**src/rtl/uart_tx_arbiter.sv**
```systemverilog
// uart_tx_arbiter: round-robin scheduler sharing one UART sender among NREQ
// requesters. Captures the granted requester's word, holds tx_flag/tx_data for
// FRAME_CLKS cycles, then enforces GAP_CLKS idle cycles before re-arbitrating.
// Optional macro UART_TX_ARB_FRAME_CNT_EN adds a 16-bit completed-frame counter.
`timescale 1ns/1ps

module uart_tx_arbiter #(
   parameter int NREQ       = 4,
   parameter int DATA_W     = 7,
   parameter int FRAME_CLKS = 10,
   parameter int GAP_CLKS   = 2
) (
   input  logic                     clk,
   input  logic                     rst_n,
   input  logic [NREQ-1:0]          req,
   input  logic [NREQ*DATA_W-1:0]   req_data,
   output logic [NREQ-1:0]          grant,
   output logic                     tx_flag,
   output logic [DATA_W-1:0]        tx_data,
   output logic                     busy,
   output logic [$clog2(NREQ)-1:0]  cur_id
`ifdef UART_TX_ARB_FRAME_CNT_EN
   ,
   output logic [15:0]              frame_cnt
`endif
);

   localparam int ID_W     = $clog2(NREQ);
   localparam int MAX_CLKS = (FRAME_CLKS > GAP_CLKS) ? FRAME_CLKS : GAP_CLKS;
   localparam int CNT_W    = $clog2(MAX_CLKS + 1);

   localparam logic [CNT_W-1:0] FRAME_LAST = CNT_W'(FRAME_CLKS - 1);
   localparam logic [CNT_W-1:0] GAP_LAST   = CNT_W'((GAP_CLKS > 0) ? GAP_CLKS - 1 : 0);

   typedef enum logic [1:0] {IDLE, SEND, GAP} state_t;

   state_t             state, state_nxt;
   logic [ID_W-1:0]    ptr, ptr_nxt;
   logic [CNT_W-1:0]   cnt, cnt_nxt;
   logic [NREQ-1:0]    grant_nxt;
   logic               flag_nxt;
   logic [DATA_W-1:0]  data_nxt;
   logic [ID_W-1:0]    id_nxt;
   logic               win_found;
   logic [ID_W-1:0]    win_id;

   // Requester index 'off' positions after 'base', wrapping at NREQ.
   function automatic logic [ID_W-1:0] wrap_idx(input int base, input int off);
      return ID_W'((base + off) % NREQ);
   endfunction

   // Round-robin search: first asserted request starting just after the last winner.
   always_comb begin
      win_found = 1'b0;
      win_id    = '0;
      for (int i = 1; i <= NREQ; i++) begin
         if (!win_found && req[wrap_idx(int'(ptr), i)]) begin
            win_found = 1'b1;
            win_id    = wrap_idx(int'(ptr), i);
         end
      end
   end

   // Next-state and next-output logic for the IDLE/SEND/GAP sequence.
   always_comb begin
      // NOTE: every signal gets a default first, so no path leaves one unassigned and no latch is inferred.
      state_nxt = state;
      ptr_nxt   = ptr;
      cnt_nxt   = cnt;
      grant_nxt = '0;
      flag_nxt  = tx_flag;
      data_nxt  = tx_data;
      id_nxt    = cur_id;
      unique case (state)
         IDLE: begin
            flag_nxt = 1'b0;
            if (win_found) begin
               state_nxt         = SEND;
               grant_nxt[win_id] = 1'b1;
               data_nxt          = req_data[win_id*DATA_W +: DATA_W];
               flag_nxt          = 1'b1;
               id_nxt            = win_id;
               ptr_nxt           = win_id;
               cnt_nxt           = '0;
            end
         end
         SEND: begin
            if (cnt == FRAME_LAST) begin
               flag_nxt  = 1'b0;
               cnt_nxt   = '0;
               state_nxt = (GAP_CLKS > 0) ? GAP : IDLE;
            end else begin
               cnt_nxt = cnt + 1'b1;
            end
         end
         GAP: begin
            if (cnt == GAP_LAST) begin
               cnt_nxt   = '0;
               state_nxt = IDLE;
            end else begin
               cnt_nxt = cnt + 1'b1;
            end
         end
         default: state_nxt = IDLE;
      endcase
   end

   // State and registered outputs; reset clears the sender flag immediately.
   always_ff @(posedge clk or negedge rst_n) begin
      if (!rst_n) begin
         state   <= IDLE;
         ptr     <= ID_W'(NREQ - 1);
         cnt     <= '0;
         grant   <= '0;
         tx_flag <= 1'b0;
         tx_data <= '0;
         cur_id  <= '0;
      end else begin
         // NOTE: non-blocking assignments so every register updates from pre-edge values.
         state   <= state_nxt;
         ptr     <= ptr_nxt;
         cnt     <= cnt_nxt;
         grant   <= grant_nxt;
         tx_flag <= flag_nxt;
         tx_data <= data_nxt;
         cur_id  <= id_nxt;
      end
   end

   assign busy = (state != IDLE);

`ifdef UART_TX_ARB_FRAME_CNT_EN
   logic frame_done;
   assign frame_done = (state == SEND) && (cnt == FRAME_LAST);

   // Count frames that ran to completion; wraps naturally at 16 bits.
   always_ff @(posedge clk or negedge rst_n) begin
      if (!rst_n) frame_cnt <= '0;
      else if (frame_done) frame_cnt <= frame_cnt + 16'd1;
   end
`endif

endmodule
```
**config.mk**
```make
export PLATFORM = sky130hd
export DESIGN_NAME = uart_tx_arbiter
export DESIGN_NICKNAME = d
export VERILOG_FILES = /design/src/rtl/uart_tx_arbiter.sv
export SDC_FILE = /design/constraint.sdc
export NUM_CORES = 1
export LEC_CHECK = 0
export CAP_MARGIN = 10
export CORE_MARGIN = 2
export CORE_UTILIZATION = 48
export CTS_BUF_LIST = sky130_fd_sc_hd__clkbuf_4 sky130_fd_sc_hd__clkbuf_8
export DETAILED_ROUTE_END_ITERATION = 10
export HOLD_SLACK_MARGIN = 0.08
export PLACE_DENSITY_LB_ADDON = 0.15
export REMOVE_ABC_BUFFERS = 1
export SLEW_MARGIN = 20
export SYNTH_ARGS = -nofsm -noshare
export SYNTH_HDL_FRONTEND = slang
export SYNTH_SLANG_ARGS = --single-unit
```
**constraint.sdc**
```tcl
create_clock -name clk -period 2.9 [get_ports clk]
set_input_delay 0.58 -clock clk [delete_from_list [all_inputs] [get_ports clk]]
set_output_delay 0.58 -clock clk [all_outputs]
set_load 0.02 [all_outputs]
```
# ---- Word level (Yosys, flattened, before mapping)
# Index checks and enable logic that the tools add are counted.
# Widths: inputs -> output; s select.
dict set report totals {
  ff_bits 22
  inputBits 34
  output_inout_bits 15
  word_cells 73
}
dict set report op_classes {
  addsub 5
  mul 1
  magnitude_cmp 6
  n_eq_ne 7
  shifts 1
  muxes 31
  reduce_logical 15
}
# op count
set op_table {}
lappend op_table {{$shiftx 28x6->7} 1}
lappend op_table {{$mux 4} 5}
lappend op_table {{$lt 2x3->1 const B} 5}
lappend op_table {{$mux 2} 7}
lappend op_table {{$pmux 4 s3} 1}
lappend op_table {{$mux 1} 11}
lappend op_table {{$bmux 1 s2} 4}
lappend op_table {{$ne 2x2->1 const B} 3}
lappend op_table {{$pmux 2 s3} 1}
lappend op_table {{$reduce_and 2->1} 3}
lappend op_table {{$mul 2x3->5 const B} 1}
lappend op_table {{$add 2x1->2 const B} 2}
lappend op_table {{$add 2x2->2 const B} 2}
lappend op_table {{$add 4x1->4 const B} 1}
lappend op_table {{$eq 4x1->1 const B} 1}
lappend op_table {{$eq 4x4->1 const B} 1}
lappend op_table {{$logic_and 1x1->1} 4}
lappend op_table {{$reduce_bool 2->1} 2}
lappend op_table {{$logic_not 1->1} 3}
lappend op_table {{$reduce_and 3->1} 1}
lappend op_table {{$reduce_bool 3->1} 1}
lappend op_table {{$demux 1 s2} 1}
lappend op_table {{$eq 2x1->1 const B} 1}
lappend op_table {{$eq 2x2->1 const B} 1}
lappend op_table {{3 further kinds} 3}

# ---- Depth between registers and ports, before layout
# Gate-level depths: netlist of run 1.
dict set report depth {
  ltp_word 19
  depth_mapped 8
  depth_no_buf 7
}

# ---- Worst setup path after synthesis of run 1
# OpenSTA, ideal clock, no wires.
dict set report synth_path {
  path_type {input to register}
  startpoint {input req[2]}
  endpoint {register tx_data[0]}
  setup_ns 0.139
  arrival_time_ns 1.543
  required_time_ns 2.761
  setup_slack_ns 1.217
  path_stages 7
  path_buffers 2
  path_cell_list {nand2b_1 -> o22a_1 -> o21ai_2 -> buf_8 -> buf_12 -> mux2i_1 -> o221ai_1}
}
dict set report synth_between {
  elab_chain_len 14
  elab_cells_between_ends 25
  cone_classes {mul: 1; shift: 1; mux: 16; reduce/logical: 7}
}
# item line
set synth_rtl {}
lappend synth_rtl {{start, declared} 15} ;# input logic [NREQ-1:0] req,
lappend synth_rtl {{$bmux 1 s2} 57} ;# if (!win_found && req[wrap_idx(int'(ptr), i)]) begin
lappend synth_rtl {{$mux 1 (not written as such)} 57}
lappend synth_rtl {{$mux 1} 57}
lappend synth_rtl {{$logic_not 1->1} 57}
lappend synth_rtl {{$logic_and 1x1->1} 57}
lappend synth_rtl {{$mux 1} 57}
lappend synth_rtl {{$logic_not 1->1} 57}
lappend synth_rtl {{$logic_and 1x1->1} 57}
lappend synth_rtl {{$mux 1} 57}
lappend synth_rtl {{$logic_not 1->1} 57}
lappend synth_rtl {{$logic_and 1x1->1} 57}
lappend synth_rtl {{$mux 2} 57}
lappend synth_rtl {{$mul 2x3->5} 80} ;# data_nxt = req_data[win_id*DATA_W +: DATA_W];
lappend synth_rtl {{$shiftx 28x6->7} 80}
lappend synth_rtl {{end signal, assigned} 125} ;# tx_data <= data_nxt;
lappend synth_rtl {{end, declared} 19} ;# output logic [DATA_W-1:0] tx_data,
# Several ways; a longest one is shown, not always the timed one. The select of a mux whose other input is x is not followed.
# A chain may end at the register's enable or synchronous reset.

# ---- Final worst setup path of run 1
dict set report layout_path {
  startpoint {input req[3]}
  endpoint {register tx_data[0]}
}
# The elaborated chain is that of the path after synthesis.

==> impl_metrics.csv, run 1 <==
group,metric,value,unit
timing,setup_ws,0.439,ns
critical_path,r2r_end,"tx_data[0]$_DFFE_PN0P_",
floorplan,die_w,55.0,um
cells_and_area,drive_above_1_share,0.0588,
power_and_ir_drop,power_density,933,nW/um^2
hold_path,hold_end,"cur_id[1]$_DFFE_PN0P_",
floorplan,fp.dieH,55.0,um
route,antenna_left,0,
hold_path,hp-class,"reg2reg",
clock_network,cts_resized,0,
critical_path,cp_max_fo,19,
clock_network,cts_root_buf,"clkbuf_4",
timing,slew_viol_final,0,
timing,skew,0.00736,ns
global_route,grt_max_degree,23,
route,drt_iter0_drc,10,
placement,gp_congestion,0.746,
timing,fmax,0.406,GHz
critical_path,required,3.08,ns
synthesis,netlist_top_cells_count,"dfrtp_1, nand2_1, mux2i_1",
critical_path,path_buf_inv,1,
global_route,grt.total_usage,0.211,
timing,relSlewSlack,0.304,
synthesis,synth_seq_area_share,0.444,
floorplan,core,2480,um^2
global_route,overflow,0,
route,avgRoutedWirePerCell,14.3,um
synthesis,synth-seq-cells,22,
route,dr.pass1.iters,4,
synthesis,ys.warnings.count,0,
hold_path,hold_depth,2,
timing,setup_viol,0,
floorplan,pin_count,49,
critical_path,r2r_start,"ptr[1]$_DFFE_PN1P_",
critical_path,cp.arrival,2.65,ns
global_route,grt_pass1_wl,4500,um
hold_path,hold_start,"cur_id[1]$_DFFE_PN0P_",
synthesis,ys_types,29,
timing,hold_viol_final,0,
synthesis,synth_flop_cell,"dfrtp_1",
critical_path,end_kind,"register",
clock_network,htreeDepth,1,
critical_path,criticalPathCategory,"in2reg",
cells_and_area,fin_nets,211,
route,vias,1092,
synthesis,async_reset_ff_frac,1.00,
clock_network,clk_latency,0.32,ns
synthesis,synth-edff-count,0,
timing,rsz0062_at_grt,"false",
clock_network,cts_tree,"yes",
clock_network,cts_inserted_buffers,3,
global_route,grt_pass1_vias,1031,
placement,dpl_worst_slack,0.0793,ns
timing,whs,0.504,ns
synthesis,avgSynthCellArea,10.2,um^2
flow_run,cap_violations,0,
route,drc,0,
run_status,status,"finished clean",
clock_network,clk_path_buf_depth,2,
clock_network,postCtsSetupBuffers,0,
route,via_per_inst,5.46,
synthesis,yosysTopAreaCell,"dfrtp_1",
timing,period_share,0.849,
critical_path,critPathSlowestCell,"o21ai_2",
critical_path,path_delay_family,"compound AO/OA/AOI/OAI gates",
clock_network,numClockSinks,22,
synthesis,synth_top_area_share,0.402,
route,routed_wl,2850,um
floorplan,initial_core_util,0.503,
timing,worst_pin_slew,1.04,ns
critical_path,cp_cell_sequence,"clkdlybuf4s50_1, nand2b_1, a21boi_1, o21ai_2, mux2i_1, o221ai_1",
floorplan,rows,18,
timing,fin_crit,2.46,ns
power_and_ir_drop,p_leak,0.788,nW
critical_path,rrSetupSlack,0.72,ns
global_route,antenna_found_initial,0,
synthesis,netlist_instances,122,
synthesis,synthTopCellsByArea,"dfrtp_1, mux2i_1, ha_1",
clock_network,clk_pin_slew_worst_paths,0.12,ns
floorplan,die_area,3020,um^2
placement,port_buffers,48,
synthesis,netlist_area,1250,um^2
critical_path,crit_path_start_kind,"input port",
critical_path,cp.depth,6,
clock_network,hold_buffers,0,
power_and_ir_drop,peakVddDrop,637,uV
placement,dp_hpwl,2150,um
timing,setup_tns,0,ns
critical_path,r2r_cells,5,
synthesis,synth_most_common_cell,"dfrtp_1",
critical_path,cpPeakStageDelay,0.81,ns
power_and_ir_drop,power,1.63,mW
cells_and_area,area_growth,40.7,%
cells_and_area,diodes,0,
## cells in the final DEF (no fill, tap or decap), drive strengths merged, types with 4 or more instances in the layout
cell type	synthesis	final
a21oi	5	5
nand2	18	18
o221ai	7	7
clkbuf	1	4
dfrtp	20	20
ha	6	6
nand2b	4	4
o21ai	7	7
inv	6	6
mux2i	16	16
nor2	8	8
clkdlybuf4s50	0	48
## final cells by class
class	instances	area (um^2)
multi-input cells	89	616
flip-flops and latches	22	553
fillers	217	724
repair buffers	49	488
well taps	30	37.5
inverters	6	22.5
clock buffers	4	36.3
## worst max path at each step
stage                        endpoint   start  slack (ns)
3_3_place_gp   tx_data[6]$_DFFE_PN0P_  req[2]        0.19
3_5_place_dp   tx_data[1]$_DFFE_PN0P_  req[2]        0.08
6_report       tx_data[0]$_DFFE_PN0P_  req[3]        0.44
5_1_grt        tx_data[6]$_DFFE_PN0P_  req[3]        0.29
2_1_floorplan  tx_data[0]$_DFFE_PN0P_  req[2]        0.89
4_1_cts        tx_data[1]$_DFFE_PN0P_  req[2]        0.43
## where the power goes
part	leakage [nW]	internal, mW	switching [mW]
registers	0.276	0.443	0.0844
clock network	0.0210	0.0768	0.0985
logic	0.491	0.421	0.511
## stage by stage
stage | cells | area [um^2] | utilization
finish | 200 | 1750 | 0.708
global route | 200 | 1750 | 0.708
CTS | 200 | 1750 | 0.708
detailed placement | 196 | 1720 | 0.693
global placement | 196 | 1720 | 0.693
floorplan | 117 | 1190 | -
## worst register-to-register path, stage by stage, from the launching register on
cell and delay [ns]:
dfstp_2 0.62, nand2b_1 0.12, a21boi_1 0.08, o21ai_2 0.81
mux2i_1 0.28, o221ai_1 0.14
## layer usage
layer | part of all wire | track usage | vias up
li1 | - | - | 534
met3 | 0.045 | 0.0403 | 5
met2 | 0.49 | 0.363 | 34
met4 | 0.013 | 0.0732 | 0
met5 | 0 | 0 | -
met1 | 0.45 | 0.263 | 519
## cell families (layout without fill, tap and decap cells)
kind of cell | after synthesis | in the layout | share of synthesized area
flops | 22 | 22 | 0.444
compound gates | 30 | 30 | 0.170
buf+inv | 11 | 59 | 0.0622
mux | 16 | 16 | 0.129
fa+ha+maj | 6 | 6 | 0.0602
simple gates | 37 | 37 | 0.136
## sequential cells by signal (all words and copies together), names as in the netlist
signal   count
tx_data      7
cur_id       2
state        2
grant        4
ptr          2
tx_flag      1
cnt          4
Note: power is estimated with default switching activity, not from simulation.
==> run 2, diff against run 1 <==
- CORE_UTILIZATION: 48 -> 45
- clock period: 2.9 -> 2.5 ns (I/O delays scaled with it)
==> impl_metrics.csv, run 2 (same netlist as run 1, synthesis figures left out) <==
group,metric,value,unit
placement,place_area,1750,um^2
critical_path,critical_path.most_common_cell,"inv_1",
floorplan,pin_count,49,
clock_network,cts_inserted_buffers,3,
timing,period_share,0.925,
global_route,antenna_found_initial,0,
critical_path,cpPeakStageDelay,0.61,ns
timing,worst_pin_slew,0.427,ns
cells_and_area,fin_nets,213,
global_route,grt_pass1_wl,5040,um
power_and_ir_drop,clockPowerShare,0.101,
power_and_ir_drop,power_density,1080,nW/um^2
timing,rsz0062_at_grt,"false",
route,vias,1118,
route,dr.pass1.iters,4,
critical_path,required,2.00,ns
route,antenna_left,0,
critical_path,cp.arrival,1.81,ns
route,avgRoutedWirePerCell,14.4,um
critical_path,end_kind,"output pin",
power_and_ir_drop,p_switching,0.810,mW
cells_and_area,final_cell_area,1780,um^2
power_and_ir_drop,seq_power_share,0.321,
flow_run,cap_violations,0,
hold_path,hp-class,"reg2reg",
critical_path,critPathSlowestCell,"clkdlybuf4s50_1",
clock_network,clk_path_buf_depth,2,
clock_network,cts_root_buf,"clkbuf_4",
timing,skew,0.00883,ns
clock_network,numClockSinks,22,
critical_path,cp_cell_sequence,"inv_1, ha_1, inv_1, clkdlybuf4s50_1",
floorplan,core,2690,um^2
floorplan,die_area,3210,um^2
clock_network,clk_pin_slew_worst_paths,0.13,ns
route,via_per_inst,5.51,
power_and_ir_drop,peakVddDrop,741,uV
critical_path,cp_max_fo,8,
clock_network,postCtsSetupBuffers,0,
cells_and_area,final_common_cell,"clkdlybuf4s50_1",
route,routed_wl,2930,um
placement,port_buffers,48,
timing,whs,0.513,ns
cells_and_area,area_growth,43.0,%
clock_network,cts_resized,0,
critical_path,r2r_start,"state[1]$_DFFE_PN0P_",
cells_and_area,reg.largest.list,"tx_data (7), cnt (4), grant (4)",
critical_path,r2r_cells,7,
timing,setup_viol,0,
power_and_ir_drop,combPwrFrac,0.578,
global_route,overflow,0,
clock_network,clk_latency,0.30,ns
power_and_ir_drop,switching_share,0.421,
run_status,status,"finished clean",
placement,dp_cells,199,
route,drt_iter0_drc,39,
hold_path,hold_end,"tx_data[4]$_DFFE_PN0P_",
critical_path,r2r_end,"cnt[2]$_DFFE_PN0P_",
floorplan,fp.dieH,56.6,um
cells_and_area,finalNonFillerCells,203,
cells_and_area,fillers,244,
global_route,grt.total_usage,0.198,
timing,setup_tns,0,ns
critical_path,rrSetupSlack,0.67,ns
clock_network,cts_tree,"yes",
cells_and_area,top_register,"tx_data",
floorplan,initial_core_util,0.464,
clock_network,hold_buffers,0,
cells_and_area,largest_reg_flops,7,
power_and_ir_drop,p_int,1.11,mW
hold_path,hold_depth,2,
global_route,grt_max_degree,23,
clock_network,htreeDepth,1,
critical_path,criticalPathCategory,"reg2out",
timing,fmax,0.433,GHz
floorplan,die_w,56.6,um
timing,relSlewSlack,0.714,
timing,fin_crit,2.31,ns
cells_and_area,drive_above_1_share,0.0698,
route,drc,0,
power_and_ir_drop,power,1.92,mW
cells_and_area,final_cell_mix,"clkdlybuf4s50_1, dfrtp_1, nand2_1",
global_route,grt_pass1_vias,1195,
placement,dp_hpwl,2300,um
power_and_ir_drop,p_leak,0.803,nW
critical_path,crit_path_start_kind,"register",
cells_and_area,diodes,0,
timing,hold_viol_final,0,
critical_path,cp.depth,4,
floorplan,rows,19,
critical_path,path_delay_family,"buffers and inverters",
timing,slew_viol_final,0,
critical_path,path_buf_inv,3,
hold_path,hold_start,"tx_data[4]$_DFFE_PN0P_",
placement,gp_congestion,0.797,
## run 2: area by class of cell
class	instances	area, um^2	area share
Multi-Input combinational cell	89	616	0.346
Sequential cell	22	553	0.310
Timing Repair Buffer	51	515	0.289
Tap cell	31	38.8	0.0218
Clock buffer	4	36.3	0.0204
Inverter	6	22.5	0.0126
## run 2: power by group through the flow
| stage | logic (mW) | registers, mW | clock network [mW] |
|---|---|---|---|
| 6_report | 1.11 | 0.617 | 0.194 |
| 2_1_floorplan | 0.550 | 0.722 | 0 |
| 4_1_cts | 1.12 | 0.617 | 0.201 |
| 5_1_grt | 1.22 | 0.634 | 0.216 |
| 3_3_place_gp | 1.08 | 0.610 | 0 |
| 3_5_place_dp | 1.12 | 0.620 | 0 |
## run 2: worst min-delay path: stages, from the launching register on
cell and delay, ns:
dfrtp_1 0.37, nand2_1 0.06, o221ai_1 0.06
## run 2: how the worst max path moves through the flow
stage                         startpoint                endpoint  slack [ns]
finish              state[0]$_DFFE_PN0P_                    busy        0.19
global route        state[1]$_DFFE_PN0P_                    busy        0.09
CTS                 state[0]$_DFFE_PN0P_                    busy        0.17
detailed placement                req[2]  tx_data[3]$_DFFE_PN0P_        0.27
global placement                  req[0]  tx_data[6]$_DFFE_PN0P_        0.35
floorplan                         req[2]  tx_data[0]$_DFFE_PN0P_        0.57
## run 2: layer usage
layer | vias up | part of all wire | GRT usage
met5 | - | 0 | 0
met4 | 0 | 0.0044 | 0.0578
met3 | 2 | 0.045 | 0.0346
met2 | 29 | 0.52 | 0.347
met1 | 546 | 0.43 | 0.249
li1 | 541 | - | -
## run 2: metrics by stage
step / setup slack (ns) / util
after floorplan: 0.575 / -
after global placement: 0.353 / 0.650
after detailed placement: 0.268 / 0.650
after CTS: 0.174 / 0.663
after global routing: 0.0855 / 0.663
final: 0.188 / 0.663
==> run 3, diff against run 2 <==
- CORE_UTILIZATION: 45 -> 57
- DONT_BUFFER_PORTS: not set -> 1
- GPL_TIMING_DRIVEN: not set -> 0
- SKIP_CTS_REPAIR_TIMING: not set -> 1
==> impl_metrics.csv, run 3 (same netlist as run 1, synthesis figures left out) <==
group,metric,value,unit
route,via_per_inst,6.15,
critical_path,r2r_end,"tx_data[5]$_DFFE_PN0P_",
cells_and_area,largest_reg_flops,7,
clock_network,numClockSinks,22,
power_and_ir_drop,p_leak,0.609,nW
cells_and_area,top_register,"tx_data",
hold_path,hp-class,"in2reg",
cells_and_area,finalCoreUtilization,0.643,
route,avgRoutedWirePerCell,16.0,um
global_route,antenna_found_initial,0,
critical_path,cp_max_fo,19,
cells_and_area,final_common_cell,"dfrtp_1",
critical_path,r2r_cells,5,
clock_network,htreeDepth,1,
hold_path,hold_start,"req_data[15]",
global_route,grt_max_degree,23,
timing,fin_crit,2.15,ns
route,antenna_left,0,
critical_path,required,2.69,ns
cells_and_area,multiInputGateArea,616,um^2
clock_network,clk_path_buf_depth,2,
critical_path,end_kind,"register",
timing,whs,0.412,ns
critical_path,path_buf_inv,0,
floorplan,die_w,50.8,um
critical_path,critPathSlowestCell,"o21ai_2",
route,drt_iter0_drc,16,
placement,port_buffers,0,
critical_path,cp_cell_sequence,"nand2b_1, a21boi_1, o21ai_2, mux2i_1, o221ai_1",
flow_run,cap_violations,0,
clock_network,cts_inserted_buffers,3,
floorplan,initial_core_util,0.622,
cells_and_area,final_cell_mix,"dfrtp_1, nand2_1, mux2i_1",
floorplan,die_area,2580,um^2
clock_network,cts_tree,"yes",
timing,fmax,0.465,GHz
floorplan,rows,16,
critical_path,path_delay_family,"compound AO/OA/AOI/OAI gates",
timing,skew,0.0139,ns
critical_path,r2r_start,"ptr[1]$_DFFE_PN1P_",
critical_path,rrSetupSlack,0.35,ns
clock_network,clk_pin_slew_worst_paths,0.13,ns
clock_network,cts_root_buf,"clkbuf_4",
route,dr.pass1.iters,4,
timing,rsz0062_at_grt,"false",
route,drc,0,
cells_and_area,reg.largest.list,"tx_data (7), cnt (4), grant (4)",
timing,relSlewSlack,0.304,
cells_and_area,fillers,156,
placement,gp_congestion,0.819,
critical_path,cpPeakStageDelay,0.80,ns
placement,dp_hpwl,1820,um
critical_path,crit_path_start_kind,"register",
timing,setup_viol,0,
cells_and_area,area_growth,3.31,%
route,vias,916,
timing,slew_viol_final,0,
timing,hold_viol_final,0,
timing,setup_tns,0,ns
global_route,grt_pass1_vias,824,
global_route,grt_pass1_wl,3900,um
power_and_ir_drop,peakVddDrop,753,uV
global_route,overflow,0,
route,routed_wl,2380,um
timing,period_share,0.861,
hold_path,hold_end,"tx_data[1]$_DFFE_PN0P_",
placement,dpl_worst_slack,0.299,ns
timing,setup_ws,0.348,ns
global_route,grt.total_usage,0.201,
timing,worst_pin_slew,1.04,ns
clock_network,clk_latency,0.31,ns
critical_path,cp.arrival,2.34,ns
critical_path,criticalPathCategory,"reg2reg",
floorplan,core,2000,um^2
power_and_ir_drop,power_density,1310,nW/um^2
cells_and_area,fin_nets,163,
floorplan,pin_count,49,
hold_path,hold_depth,2,
floorplan,fp.dieH,50.8,um
cells_and_area,drive_above_1_share,0.0738,
cells_and_area,seqCellArea,553,um^2
cells_and_area,diodes,0,
run_status,status,"finished clean",
## run 3: cell count changes in the layout (fill, tap and decap cells not counted)
cell and change:
buf_4 -2, buf_12 -1, clkdlybuf4s50_1 -48, clkbuf_8 -1, dlygate4sd3_1 +1, bufinv_16 +1
## run 3: worst register-to-register path, cell delays in order, from the launching register on
cell      delay (ns)
dfstp_2         0.62
nand2b_1        0.12
a21boi_1        0.08
o21ai_2         0.80
mux2i_1         0.29
o221ai_1        0.13
## run 3: final cells by class
class                      instances  area share
multi-input combinational         89       0.478
timing repair buffer               1     0.00777
sequential                        22       0.430
clock inverter                     1      0.0233
tap                               27      0.0262
inverter                           6      0.0175
clock buffer                       3      0.0175
## run 3: worst max-delay path by stage
stage,start,slack [ns],cells after the start,end
final,ptr[1]$_DFFE_PN1P_,0.35,5,tx_data[5]$_DFFE_PN0P_
after global routing,ptr[1]$_DFFE_PN1P_,0.14,5,tx_data[0]$_DFFE_PN0P_
after CTS,ptr[1]$_DFFE_PN1P_,0.32,5,tx_data[5]$_DFFE_PN0P_
after detailed placement,req[2],0.30,5,tx_data[4]$_DFFE_PN0P_
after global placement,req[2],0.40,5,tx_data[5]$_DFFE_PN0P_
after floorplan,req[2],0.57,5,tx_data[0]$_DFFE_PN0P_
## run 3: routing by layer
metal,vias up,global-route usage,wire length [um],part of all wire
met2,42,0.340,1170,0.49
met4,0,0.0405,8,0.0034
met5,-,0,0,0
met3,2,0.0476,185,0.078
met1,433,0.263,1010,0.43
li1,439,-,-,-
## run 3: where the power goes
group          internal, mW  switching (mW)  leakage (nW)
logic                 0.268           0.404         0.305
clock network         0.162           0.108        0.0279
registers             0.513           0.233         0.276
## run 3: per-stage QoR
| stage | cells | area [um^2] | power [mW] |
|---|---|---|---|
| floorplan | 117 | 1190 | 1.27 |
| global placement | 144 | 1220 | 1.39 |
| detailed placement | 144 | 1220 | 1.43 |
| CTS | 148 | 1280 | 1.69 |
| global route | 149 | 1290 | 1.83 |
| finish | 149 | 1290 | 1.69 |
